==> config.mk <==
export PLATFORM = sky130hd
export DESIGN_NAME = sdram_byte_bridge
export DESIGN_NICKNAME = d
export VERILOG_FILES = /design/src/rtl/sdram_byte_bridge.sv
export SDC_FILE = /design/constraint.sdc
export NUM_CORES = 1
export LEC_CHECK = 0
export CAP_MARGIN = 5
export CORE_MARGIN = 2
export CORE_UTILIZATION = 50
export DETAILED_ROUTE_END_ITERATION = 10
export GPL_TIMING_DRIVEN = 0
export PLACE_DENSITY = 0.78
export SLEW_MARGIN = 20
export SYNTH_ARGS = -nofsm -noshare
export SYNTH_HDL_FRONTEND = slang
export SYNTH_SLANG_ARGS = --single-unit
export TNS_END_PERCENT = 30
==> constraint.sdc <==
create_clock -name clk -period 4 [get_ports clk]
set_input_delay 1.2 -clock clk [delete_from_list [all_inputs] [get_ports clk]]
set_output_delay 1.2 -clock clk [all_outputs]
set_load 0.01 [all_outputs]
==> src/rtl/sdram_byte_bridge.sv <==
// Byte-wide CPU/DMA port onto one toggle-handshake port of the dual-port SDRAM controller.
// A one-word read cache lets repeated byte reads within the same word complete without an SDRAM slot.
module sdram_byte_bridge #(
   parameter int CACHE_EN = 1
) (
   input  logic        clk,
   input  logic        reset,
   input  logic        cpu_req,
   input  logic        cpu_we,
   input  logic [23:0] cpu_a,
   input  logic [7:0]  cpu_d,
   output logic [7:0]  cpu_q,
   output logic        cpu_valid,
   output logic        cpu_busy,
   input  logic        cache_inv,
   output logic        mem_req,
   input  logic        mem_ack,
   output logic        mem_we,
   output logic [22:0] mem_a,
   output logic [1:0]  mem_ds,
   output logic [15:0] mem_d,
   input  logic [15:0] mem_q
);
   typedef enum logic {S_IDLE, S_WAIT} state_t;

   state_t      state_q, state_d;
   logic        mem_req_q, mem_req_d, mem_we_q, mem_we_d;
   logic [22:0] mem_a_q, mem_a_d;
   logic [1:0]  mem_ds_q, mem_ds_d;
   logic [15:0] mem_d_q, mem_d_d;
   logic [7:0]  cpu_q_q, cpu_q_d;
   logic        cpu_valid_q, cpu_valid_d, cpu_busy_q, cpu_busy_d;
   logic        sel_q, sel_d;
   logic        valid_q, valid_d;
   logic [22:0] tag_q, tag_d;
   logic [15:0] line_q, line_d;
   logic        hit, done;

   assign hit  = (CACHE_EN != 0) && valid_q && (tag_q == cpu_a[23:1]) && !cache_inv;
   assign done = (mem_req_q == mem_ack);

   always_comb begin
      state_d     = state_q;
      mem_req_d   = mem_req_q;
      mem_we_d    = mem_we_q;
      mem_a_d     = mem_a_q;
      mem_ds_d    = mem_ds_q;
      mem_d_d     = mem_d_q;
      cpu_q_d     = cpu_q_q;
      cpu_valid_d = 1'b0;
      cpu_busy_d  = cpu_busy_q;
      sel_d       = sel_q;
      valid_d     = valid_q && !cache_inv;
      tag_d       = tag_q;
      line_d      = line_q;
      case (state_q)
         S_IDLE: begin
            if (cpu_req) begin
               if (!cpu_we && hit) begin
                  cpu_q_d     = cpu_a[0] ? line_q[15:8] : line_q[7:0];
                  cpu_valid_d = 1'b1;
               end else begin
                  mem_a_d    = cpu_a[23:1];
                  mem_we_d   = cpu_we;
                  mem_d_d    = {cpu_d, cpu_d};
                  mem_ds_d   = cpu_we ? (cpu_a[0] ? 2'b10 : 2'b01) : 2'b11;
                  sel_d      = cpu_a[0];
                  mem_req_d  = ~mem_req_q;
                  cpu_busy_d = 1'b1;
                  state_d    = S_WAIT;
               end
            end
         end
         S_WAIT: begin
            // new requests are dropped here, including on the completion cycle
            if (done) begin
               cpu_valid_d = 1'b1;
               cpu_busy_d  = 1'b0;
               state_d     = S_IDLE;
               if (!mem_we_q) begin
                  cpu_q_d = sel_q ? mem_q[15:8] : mem_q[7:0];
                  if (CACHE_EN != 0) begin
                     line_d  = mem_q;
                     tag_d   = mem_a_q;
                     valid_d = !cache_inv;
                  end
               end else if ((CACHE_EN != 0) && valid_q && (tag_q == mem_a_q)) begin
                  if (sel_q) line_d[15:8] = mem_d_q[7:0];
                  else       line_d[7:0]  = mem_d_q[7:0];
               end
            end
         end
         default: state_d = S_IDLE;
      endcase
   end

   always_ff @(posedge clk or posedge reset) begin
      if (reset) begin
         state_q     <= S_IDLE;
         mem_req_q   <= 1'b0;
         mem_we_q    <= 1'b0;
         mem_a_q     <= '0;
         mem_ds_q    <= '0;
         mem_d_q     <= '0;
         cpu_q_q     <= '0;
         cpu_valid_q <= 1'b0;
         cpu_busy_q  <= 1'b0;
         sel_q       <= 1'b0;
         valid_q     <= 1'b0;
         tag_q       <= '0;
         line_q      <= '0;
      end else begin
         state_q     <= state_d;
         mem_req_q   <= mem_req_d;
         mem_we_q    <= mem_we_d;
         mem_a_q     <= mem_a_d;
         mem_ds_q    <= mem_ds_d;
         mem_d_q     <= mem_d_d;
         cpu_q_q     <= cpu_q_d;
         cpu_valid_q <= cpu_valid_d;
         cpu_busy_q  <= cpu_busy_d;
         sel_q       <= sel_d;
         valid_q     <= valid_d;
         tag_q       <= tag_d;
         line_q      <= line_d;
      end
   end

   assign mem_req   = mem_req_q;
   assign mem_we    = mem_we_q;
   assign mem_a     = mem_a_q;
   assign mem_ds    = mem_ds_q;
   assign mem_d     = mem_d_q;
   assign cpu_q     = cpu_q_q;
   assign cpu_valid = cpu_valid_q;
   assign cpu_busy  = cpu_busy_q;
endmodule
# [After elaboration in Yosys (flattened, before gate mapping)]
# Index checks and enable logic that the tools add are counted.
[totals] register_bits=95 latch_bits=0 ram_bits=0 rom_bits=0 inputBits=54 out_inout_bits=53 word_cells=70 mem_count=0
[op_classes] n_addsub=0 n_mul=0 div_mod_pow=0 n_lt_le_gt_ge=0 n_eq_ne=11 shifts=0 n_mux=28 n_bitwise=4 reduce_logical=13
[ops] operator="8-bit 2-to-1 mux" count=8
[ops] operator="23-bit == test" count=2
[ops] operator="16-bit 2-to-1 mux" count=2
[ops] operator="8-bit case mux with 2 select lines" count=1
[ops] operator="1-bit 2-to-1 mux" count=12
[ops] operator="4-bit AND reduction" count=3
[ops] operator="2-bit inequality test (second input constant)" count=5
[ops] operator="3-bit AND reduction" count=3
[ops] operator="2-bit by 1-bit inequality test with 1-bit output (second input constant)" count=3
[ops] operator="1-bit case mux with 2 select lines" count=3
[ops] operator="1-bit logical AND" count=5
[ops] operator="2-bit 2-to-1 mux" count=2
[ops] operator="1-bit inverter" count=4
[ops] operator="1-bit zero test" count=2
[ops] operator="1-bit == test" count=1

# [Longest topological paths before layout]
# Gate-level depths: netlist of run 1.
[depth] word_depth=7 depth_mapped=7 mapped_depth_nobuf=5

# [Worst setup path before layout of run 1]
# No wires, ideal clock.
[synth_timing] path_kind="input -> register" from="input port cpu_a[20]" to="register mem_a_q[20] (netlist: mem_a[20])" setup_ps=125 t_arrival_ps=2658 required_ps=3875 slack_ps=1217 cell_stages=7 n_path_buf=2 cell_sequence="xnor2_1 nand4_1 nor4_1 a21boi_1 buf_2 buf_6 mux2_2"
[synth_via] elab_chain_len=6
[synth_rtl] item="start: declaration" line_no="10" text="input logic [23:0] cpu_a,"
[synth_rtl] item="23-bit == test" line_no="39" text="assign hit = (CACHE_EN != 0) && valid_q && (tag_q == cpu_a[23:1]) && !cache_inv;"
[synth_rtl] item="1-bit logical AND (2 in a row)" line_no="39"
[synth_rtl] item="1-bit logical AND" line_no="59" text="if (!cpu_we && hit) begin"
[synth_rtl] item="1-bit inverter (no line)"
[synth_rtl] item="3-bit AND reduction (no line)"
[synth_rtl] item="end signal: assignment" line_no="116" text="mem_a_q <= mem_a_d;"
[synth_rtl] item="end: declaration" line_no="28" text="logic [22:0] mem_a_q, mem_a_d;"
# No other way between the ends.
# A chain may end at the register's enable or synchronous reset.

# [Worst setup path after layout of run 1]
[layout_timing] from="input port cpu_a[21]" to="register mem_a_q[21] (netlist: mem_a[21])"
# Same word-level chain as after synthesis.

==> impl_metrics.toml, run 1 <==
[power_and_ir_drop]
total_power_mw = 5.132
power.combinational.fraction_pct = 51.4
power.clock.fraction_pct = 14.4
p_leak_nw = 2.345
internal_power_contribution_mw = 3.182
net-switching-power_mw = 1.951
p_seq_share_pct = 34.2
p_sw_share_pct = 38.01
vdd_drop_max_uv = 405.4
power.density_nw_per_um2 = 860.5

[detailed_routing]
drt_first_iter_violations = 174
post-route-drc-count = 0
number_of_detailed_route_iterations_in_the_first_pass = 4
avgRoutedWirePerCell_um = 19.49
wirelength_mm = 12.14
route.vias.total = 3648
avgViaCountPerCell = 5.856
antenna_violating_nets_post_route = 0

[clock_tree]
ctsHtreeMaxLevel = 3
cts-buffers-inserted = 9
clkLatencyLatePin_ns = 0.36
cts_tree = "done"
cts_resized = 0
ctsLongestPathBuffers = 2
post_cts_hold_buffer_count = 0
cts_sinks = 87
cts.reportedPaths.clkPinSlew_ns = 0.10
cts_root_buffer = "clkbuf_8"
post_cts.repair.setup_buffers = 0

[synthesis]
post_synthesis_sequential_area_ratio_pct = 48.19
synthesis.instances = 393
yosys_most_used_dff = "dfrtp_1"
postSynthAreaPerCell_um2 = 11.50
synth-async-reset-ratio_pct = 100.0
synth-warning-count = 0
synth_enable_flop_cells = 0
postSynthRegisterBits = 87
ys_types = 33
total_nets_after_synthesis = 447
synth_area_um2 = 4518

[sta]
rsz0062_at_grt = "no"
worst-slew-pin-transition_ns = 0.9384
post-route-min-period_ns = 3.510
finalHoldViolations = 0
clock-skew-final_ns = 0.01615
timing.setup.tns_ns = 0
max_freq_mhz = 284.9
timing.hold.ws_ns = 0.5033
report.final.slew_viol_count = 0
report.final.setup_viol = 0
timing.final.crit_share_pct = 87.74
relSlewSlack_pct = 36.87

[place]
numPortBuffers = 105
post-dp-hpwl_mm = 8.838
place.gp.congestion = 0.9786

[run]
maxCapViolations = 0

[finish]
areaGrowthSynthToFinish_pct = 32.01
final_nets = 564
layout.cells.most_common_list = "105 x clkdlybuf4s50_1, 87 x dfrtp_1, 66 x mux2_2"
layout.cells.most_common = "clkdlybuf4s50_1"
drive_gt1_share_pct = 19.81
antenna_cells_inserted = 0

[worst_setup_path]
reg2reg_slack_ns = 1.39
worst_ep_required_time_ns = 4.24
timing.critical_path.arrival_ns = 3.75
timing.critical_path.fanout_max = 10
crit_path_end_kind = "flip-flop"
criticalPathCategory = "in2reg"
cp-start-kind = "primary input"

[worst_hold_path]
path_class_of_the_lowest_slack_min_delay_path = "reg2reg"

[die]
initial_core_util_pct = 51.56
die_w_um = 99.06
ios = 107
die_h_um = 99.06
rows = 34
die_footprint_um2 = 9813
core_region_area_um2 = 8763

[global_route]
grt_first_pass_wirelength_mm = 19.54
gr-usage-all-layers_pct = 25.39
grt_start_max_net_pins = 53
grt_pass1_vias = 3839
antenna_found_initial = 0
gr-total-overflow = 0

[status]
status = "finished clean"
==> cells in the mapped netlist, types with 6 or more instances <==
library cell  instances  area share (%)
nor3_1               14             1.6
inv_1                15             1.2
buf_2                 7            0.78
a21oi_1              22             2.4
a211oi_1              8             1.3
nor2_1               14             1.2
mux2i_1               8             1.8
xnor2_1              32             6.2
nor4_1                8             1.1
clkbuf_1             14             1.2
buf_4                 8             1.3
mux2_2               66              16
nand2b_1              8             1.1
a311oi_1             28             5.4
nand2_1               6            0.50
xor2_1               15             2.9
dfrtp_1              87              48
nand4_1               9             1.2
==> area by class of cell <==
cell class / count / area, µm²
Fill cell: 712 / 2799
Sequential cell: 87 / 2177
Multi-Input combinational cell: 258 / 2100
Timing Repair Buffer: 106 / 1071
Buffer: 33 / 185.2
Tap cell: 108 / 135.1
Clock buffer: 11 / 131.4
Clock inverter: 5 / 106.4
Inverter: 15 / 58.81
==> power groups by stage <==
stage          clock network [mW]  registers, mW  logic [mW]
6_report                    0.738           1.76        2.64
3_3_place_gp                    0           1.74        2.55
4_1_cts                     0.746           1.76        2.63
5_1_grt                     0.781           1.82        2.83
3_5_place_dp                    0           1.77        2.62
2_1_floorplan                   0           1.79        1.52
==> sequential cells by signal, summed over array words and instances (netlist names) <==
name / count
cpu_valid: 1
cpu_busy: 1
mem_a: 23
sel_q: 1
valid_q: 1
mem_req: 1
mem_we: 1
mem_d: 8
tag_q: 23
state_q: 1
cpu_q: 8
line_q: 16
mem_ds: 2
==> critical path, cell delays in order <==
cell	delay, ns
clkdlybuf4s50_1	0.46
xnor2_1	0.25
nand4_1	0.15
nor4_1	0.82
a21boi_1	0.12
buf_2	0.27
buf_6	0.20
mux2_2	0.28
==> routing by layer <==
layer	wire length (µm)	vias up	part of all wire [%]	global-route usage, %
met1	4950	1797	41	33.07
met4	283	0	2.3	9.589
li1	-	1655	-	-
met2	6096	172	50	42.46
met3	810	24	6.7	4.397
met5	0	-	0	0
==> logic make-up (layout without fill, tap and decap cells) <==
group | Yosys count | after routing | synth area share [%]
simple gates | 68 | 68 | 7.920
buf+inv | 48 | 170 | 5.345
mux | 74 | 74 | 18.22
xor+xnor | 48 | 48 | 9.471
compound gates | 68 | 68 | 10.86
flops | 87 | 87 | 48.19
==> stage by stage <==
step | area, µm² | instances | util (%) | setup WS (ns)
4_1_cts | 5964 | 623 | 68.06 | 0.4897
3_5_place_dp | 5727 | 607 | 65.35 | 0.1472
3_3_place_gp | 5704 | 606 | 65.09 | -0.8136
2_1_floorplan | 4518 | 393 | - | 0.5498
6_report | 5964 | 623 | 68.06 | 0.4903
5_1_grt | 5964 | 623 | 68.06 | 0.3746
==> final timing paths <==
| path | cells past startpoint | start | endpoint |
|---|---|---|---|
| setup reg to reg | 7 | tag_q[20] | mem_a[21] |
| setup / recovery | 8 | cpu_a[21] | mem_a[21] |
| max in group asynchronous | 3 | reset | tag_q[22] |
| min in group asynchronous | 2 | reset | cpu_q[3] |
| hold / removal | 1 | cpu_busy | cpu_busy |
| hold reg to reg | 1 | cpu_busy | cpu_busy |
Note: power is estimated with default switching activity, not from simulation.
==> inputs of run 2 (changes only) <==
- CTS_BUF_LIST: default -> sky130_fd_sc_hd__clkbuf_16
==> impl_metrics.toml, run 2 (synthesized netlist as in run 1, its figures left out) <==
[status]
status = "finished clean"

[finish]
final_cell_count_without_fillers = 623
final_area_um2 = 6066
utilization_pct = 69.22
areaGrowthSynthToFinish_pct = 34.26
final_nets = 564
fill_cells = 687
drive_gt1_share_pct = 19.81
layout.cells.most_common_list = "105 x clkdlybuf4s50_1, 87 x dfrtp_1, 66 x mux2_2"
antenna_cells_inserted = 0
layout.cells.most_common = "clkdlybuf4s50_1"

[clock_tree]
cts_sinks = 87
cts_resized = 0
cts-buffers-inserted = 9
cts_tree = "done"
post_cts_hold_buffer_count = 0
clkLatencyLatePin_ns = 0.34
cts_root_buffer = "clkbuf_16"
cts.reportedPaths.clkPinSlew_ns = 0.07
ctsHtreeMaxLevel = 3
ctsLongestPathBuffers = 2
post_cts.repair.setup_buffers = 0

[sta]
worst-slew-pin-transition_ns = 0.9274
timing.setup.tns_ns = 0
finalHoldViolations = 0
max_freq_mhz = 286.7
relSlewSlack_pct = 37.60
post-route-min-period_ns = 3.488
clock-skew-final_ns = 0.008996
timing.hold.ws_ns = 0.4943
timing.final.crit_share_pct = 87.20
rsz0062_at_grt = "no"
fin_ws_ns = 0.5119
report.final.slew_viol_count = 0
report.final.setup_viol = 0

[die]
die_footprint_um2 = 9813
die_w_um = 99.06
core_region_area_um2 = 8763
initial_core_util_pct = 51.56
die_h_um = 99.06
ios = 107
rows = 34

[place]
numPortBuffers = 105
preCtsSetupSlack_ns = 0.1472
post-dp-hpwl_mm = 8.838
placed_inst_area_um2 = 5727
place.gp.congestion = 0.9786
placedCellCount = 607

[global_route]
met1_usage_pct = 32.89
gr-usage-all-layers_pct = 25.58
groute.layer.met3.usage_pct = 4.681
grt.busiest_layer = "met2"
grt_start_max_net_pins = 53
grt_first_pass_wirelength_mm = 19.75
grt_pass1_vias = 3898
gr-total-overflow = 0
grtUsageMet2_pct = 43.04
antenna_found_initial = 0

[worst_setup_path]
timing.critical_path.arrival_ns = 3.71
r2r_cells = 7
combined_buffer_and_inverter_count_along_the_critical_path = 3
critPathMaxStageDelay_ns = 0.81
worst_path_dominant_cell_family = "simple AND/OR/NAND/NOR gates"
critical-path-slowest-cell = "nor4_1"
worst_ep_required_time_ns = 4.22
worstPathCellList = "clkdlybuf4s50_1 -> xnor2_1 -> nand4_1 -> nor4_1 -> a21boi_1 -> buf_2 -> buf_6 -> mux2_2"
crit_path_start = "cpu_a[21]"
timing.critical_path.fanout_max = 10
criticalPathCategory = "in2reg"
critical_path_cell_count = 8
crit_path_end_kind = "flip-flop"
timing.rr.start = "tag_q[7]"
cp-start-kind = "primary input"

[detailed_routing]
post-route-drc-count = 0
antenna_violating_nets_post_route = 0
avgViaCountPerCell = 5.825
number_of_detailed_route_iterations_in_the_first_pass = 4
wirelength_mm = 12.18
route.vias.total = 3629
avgRoutedWirePerCell_um = 19.55
drt_first_iter_violations = 182

[power_and_ir_drop]
total_power_mw = 5.352
power.density_nw_per_um2 = 882.4
vdd_drop_max_uv = 415.7
p_leak_nw = 2.399

[run]
maxCapViolations = 0

[worst_hold_path]
holdPathStages = 1
hold_path.startpoint = "cpu_busy"
path_class_of_the_lowest_slack_min_delay_path = "reg2reg"
## run 2: cell types whose count changed in the layout (fill, tap and decap cells not counted)
cell       change
inv_1          +2
clkbuf_8       -9
clkbuf_1       -2
clkbuf_16      +9
## run 2: layout make-up
class | count | area, µm² | share of cell area (%)
flip-flops and latches | 87 | 2177 | 35.89
clock inverters | 7 | 113.9 | 1.877
clock buffers | 9 | 225.2 | 3.713
plain buffers | 33 | 185.2 | 3.053
inverters | 15 | 58.81 | 0.9695
repair buffers | 106 | 1071 | 17.66
multi-input cells | 258 | 2100 | 34.61
well taps | 108 | 135.1 | 2.228
## run 2: metal layers
| metal | vias up | share of wire [%] | wire length, µm |
|---|---|---|---|
| met1 | 1762 | 40 | 4908 |
| li1 | 1663 | - | - |
| met5 | - | 0 | 0 |
| met2 | 175 | 50 | 6064 |
| met3 | 29 | 7.3 | 892 |
| met4 | 0 | 2.6 | 312 |
## run 2: worst paths after layout
kind                             endpoint  slack (ns)
worst max-delay path             mem_a[2]        0.51
worst max register to register   mem_a[2]        1.44
max in group asynchronous       tag_q[22]        2.05
worst min register to register   cpu_busy        0.49
min in group asynchronous        cpu_q[3]        1.30
worst min-delay path             cpu_busy        0.49
## run 2: report_power, final
part,internal (mW),switching (mW)
combinational,1.43,1.21
sequential,1.34,0.422
clock,0.607,0.351
total,3.37,1.98
==> inputs of run 3 (changes only) <==
- CORE_MARGIN: 2 -> 4
==> impl_metrics.toml, run 3 (synthesized netlist as in run 1, its figures left out) <==
[status]
status = "finished clean"

[die]
core_region_area_um2 = 8763
rows = 34
die_w_um = 103.1
die_h_um = 103.1
die_footprint_um2 = 10620
ios = 107
initial_core_util_pct = 51.56

[worst_setup_path]
worst_r2r_endpoint = "mem_a[12]"
worst_ep_required_time_ns = 4.22
critical-path-slowest-cell = "nor4_1"
cp-start-kind = "primary input"
reg2reg_slack_ns = 1.34
r2r_cells = 7
worstPathCellList = "clkdlybuf4s50_1 -> xnor2_1 -> nand4_1 -> nor4_1 -> a21boi_1 -> buf_2 -> buf_6 -> mux2_2"
crit_path_end_kind = "flip-flop"
timing.critical_path.arrival_ns = 3.81
timing.critical_path.fanout_max = 10
critPathMaxStageDelay_ns = 0.88
timing.rr.start = "tag_q[20]"
criticalPathCategory = "in2reg"

[power_and_ir_drop]
power.density_nw_per_um2 = 863.9
p_leak_nw = 2.372
vdd_drop_max_uv = 459.0

[detailed_routing]
route.vias.total = 3589
wirelength_mm = 12.19
post-route-drc-count = 0
antenna_violating_nets_post_route = 0
avgViaCountPerCell = 5.761
avgRoutedWirePerCell_um = 19.56
drt_first_iter_violations = 176
number_of_detailed_route_iterations_in_the_first_pass = 5

[sta]
post-route-min-period_ns = 3.596
max_freq_mhz = 278.1
report.final.slew_viol_count = 0
timing.final.crit_share_pct = 89.90
finalHoldViolations = 0
fin_ws_ns = 0.4039
relSlewSlack_pct = 31.39
report.final.setup_viol = 0
clock-skew-final_ns = 0.01066
rsz0062_at_grt = "no"
worst-slew-pin-transition_ns = 1.020

[finish]
drive_gt1_share_pct = 19.61
areaGrowthSynthToFinish_pct = 33.34
fill_cells = 685
layout.cells.most_common_list = "105 x clkdlybuf4s50_1, 87 x dfrtp_1, 66 x mux2_2"
antenna_cells_inserted = 0
layout.cells.most_common = "clkdlybuf4s50_1"
final_nets = 564
final_cell_count_without_fillers = 623

[global_route]
gr-usage-all-layers_pct = 23.71
grt_start_max_net_pins = 58
antenna_found_initial = 0
grt_first_pass_wirelength_mm = 19.02
gr-total-overflow = 0
grt_pass1_vias = 3698

[run]
maxCapViolations = 0

[place]
place.gp.congestion = 0.9211
preCtsSetupSlack_ns = 0.05597
post-dp-hpwl_mm = 8.858
placedCellCount = 607
numPortBuffers = 105

[clock_tree]
ctsLongestPathBuffers = 2
cts.reportedPaths.clkPinSlew_ns = 0.06
cts_resized = 0
cts_root_buffer = "clkbuf_16"
clkLatencyLatePin_ns = 0.34
cts_tree = "done"
cts_sinks = 87
post_cts.repair.setup_buffers = 0
cts-buffers-inserted = 9
ctsHtreeMaxLevel = 3
post_cts_hold_buffer_count = 0

[worst_hold_path]
hold_path.startpoint = "cpu_q[1]"
hold_end = "cpu_q[1]"
path_class_of_the_lowest_slack_min_delay_path = "reg2reg"
holdPathStages = 1
## run 3: routing by layer
layer / part of all wire, % / wire [µm] / vias up / track usage [%]
met4: 2.8 / 337 / 0 / 9.263
met1: 41 / 4942 / 1746 / 30.26
met2: 49 / 6017 / 163 / 40.21
met5: 0 / 0 / - / 0
met3: 7.3 / 891 / 29 / 3.992
li1: - / - / 1651 / -
## run 3: critical path: cells and delay by family
kind	cells	cell delay, ns
xor+xnor	1	0.26
mux	1	0.27
simple gates	2	1.03
buf+inv	3	0.92
compound gates	1	0.12
## run 3: layout make-up
class,instances,area [µm²],share of cell area (%)
clock inverter,7,65.06,1.080
clock buffer,9,225.2,3.738
sequential,87,2177,36.14
buffer,33,185.2,3.074
timing repair buffer,106,1079,17.90
tap,108,135.1,2.243
inverter,15,58.81,0.9761
multi-input combinational,258,2100,34.85
## run 3: stage by stage
stage	utilization (%)	TNS, ns	hold WS [ns]	power (mW)	instance area [µm²]
after floorplan	-	0	0.4880	3.306	4518
after global placement	65.09	-67.07	0.4882	4.304	5704
after detailed placement	65.43	0	0.4983	4.380	5734
after CTS	68.75	0	0.5122	5.232	6025
after global routing	68.75	0	0.5241	5.544	6025
final	68.75	0	0.5037	5.204	6025
## run 3: report_power, final
group / switching (mW) / internal, mW
registers: 0.418 / 1.34
clock network: 0.343 / 0.479
logic: 1.20 / 1.43
## run 3: worst max-delay path by stage
stage / start / end / cells after the start / slack, ns
after floorplan: reset / cpu_busy / 1 / 0.55
after global placement: reset / mem_a[17] / 2 / -0.78
after detailed placement: cpu_a[21] / mem_a[12] / 8 / 0.06
after CTS: cpu_a[21] / mem_a[12] / 8 / 0.41
after global routing: cpu_a[21] / mem_a[20] / 8 / 0.21
final: cpu_a[21] / mem_a[12] / 8 / 0.40
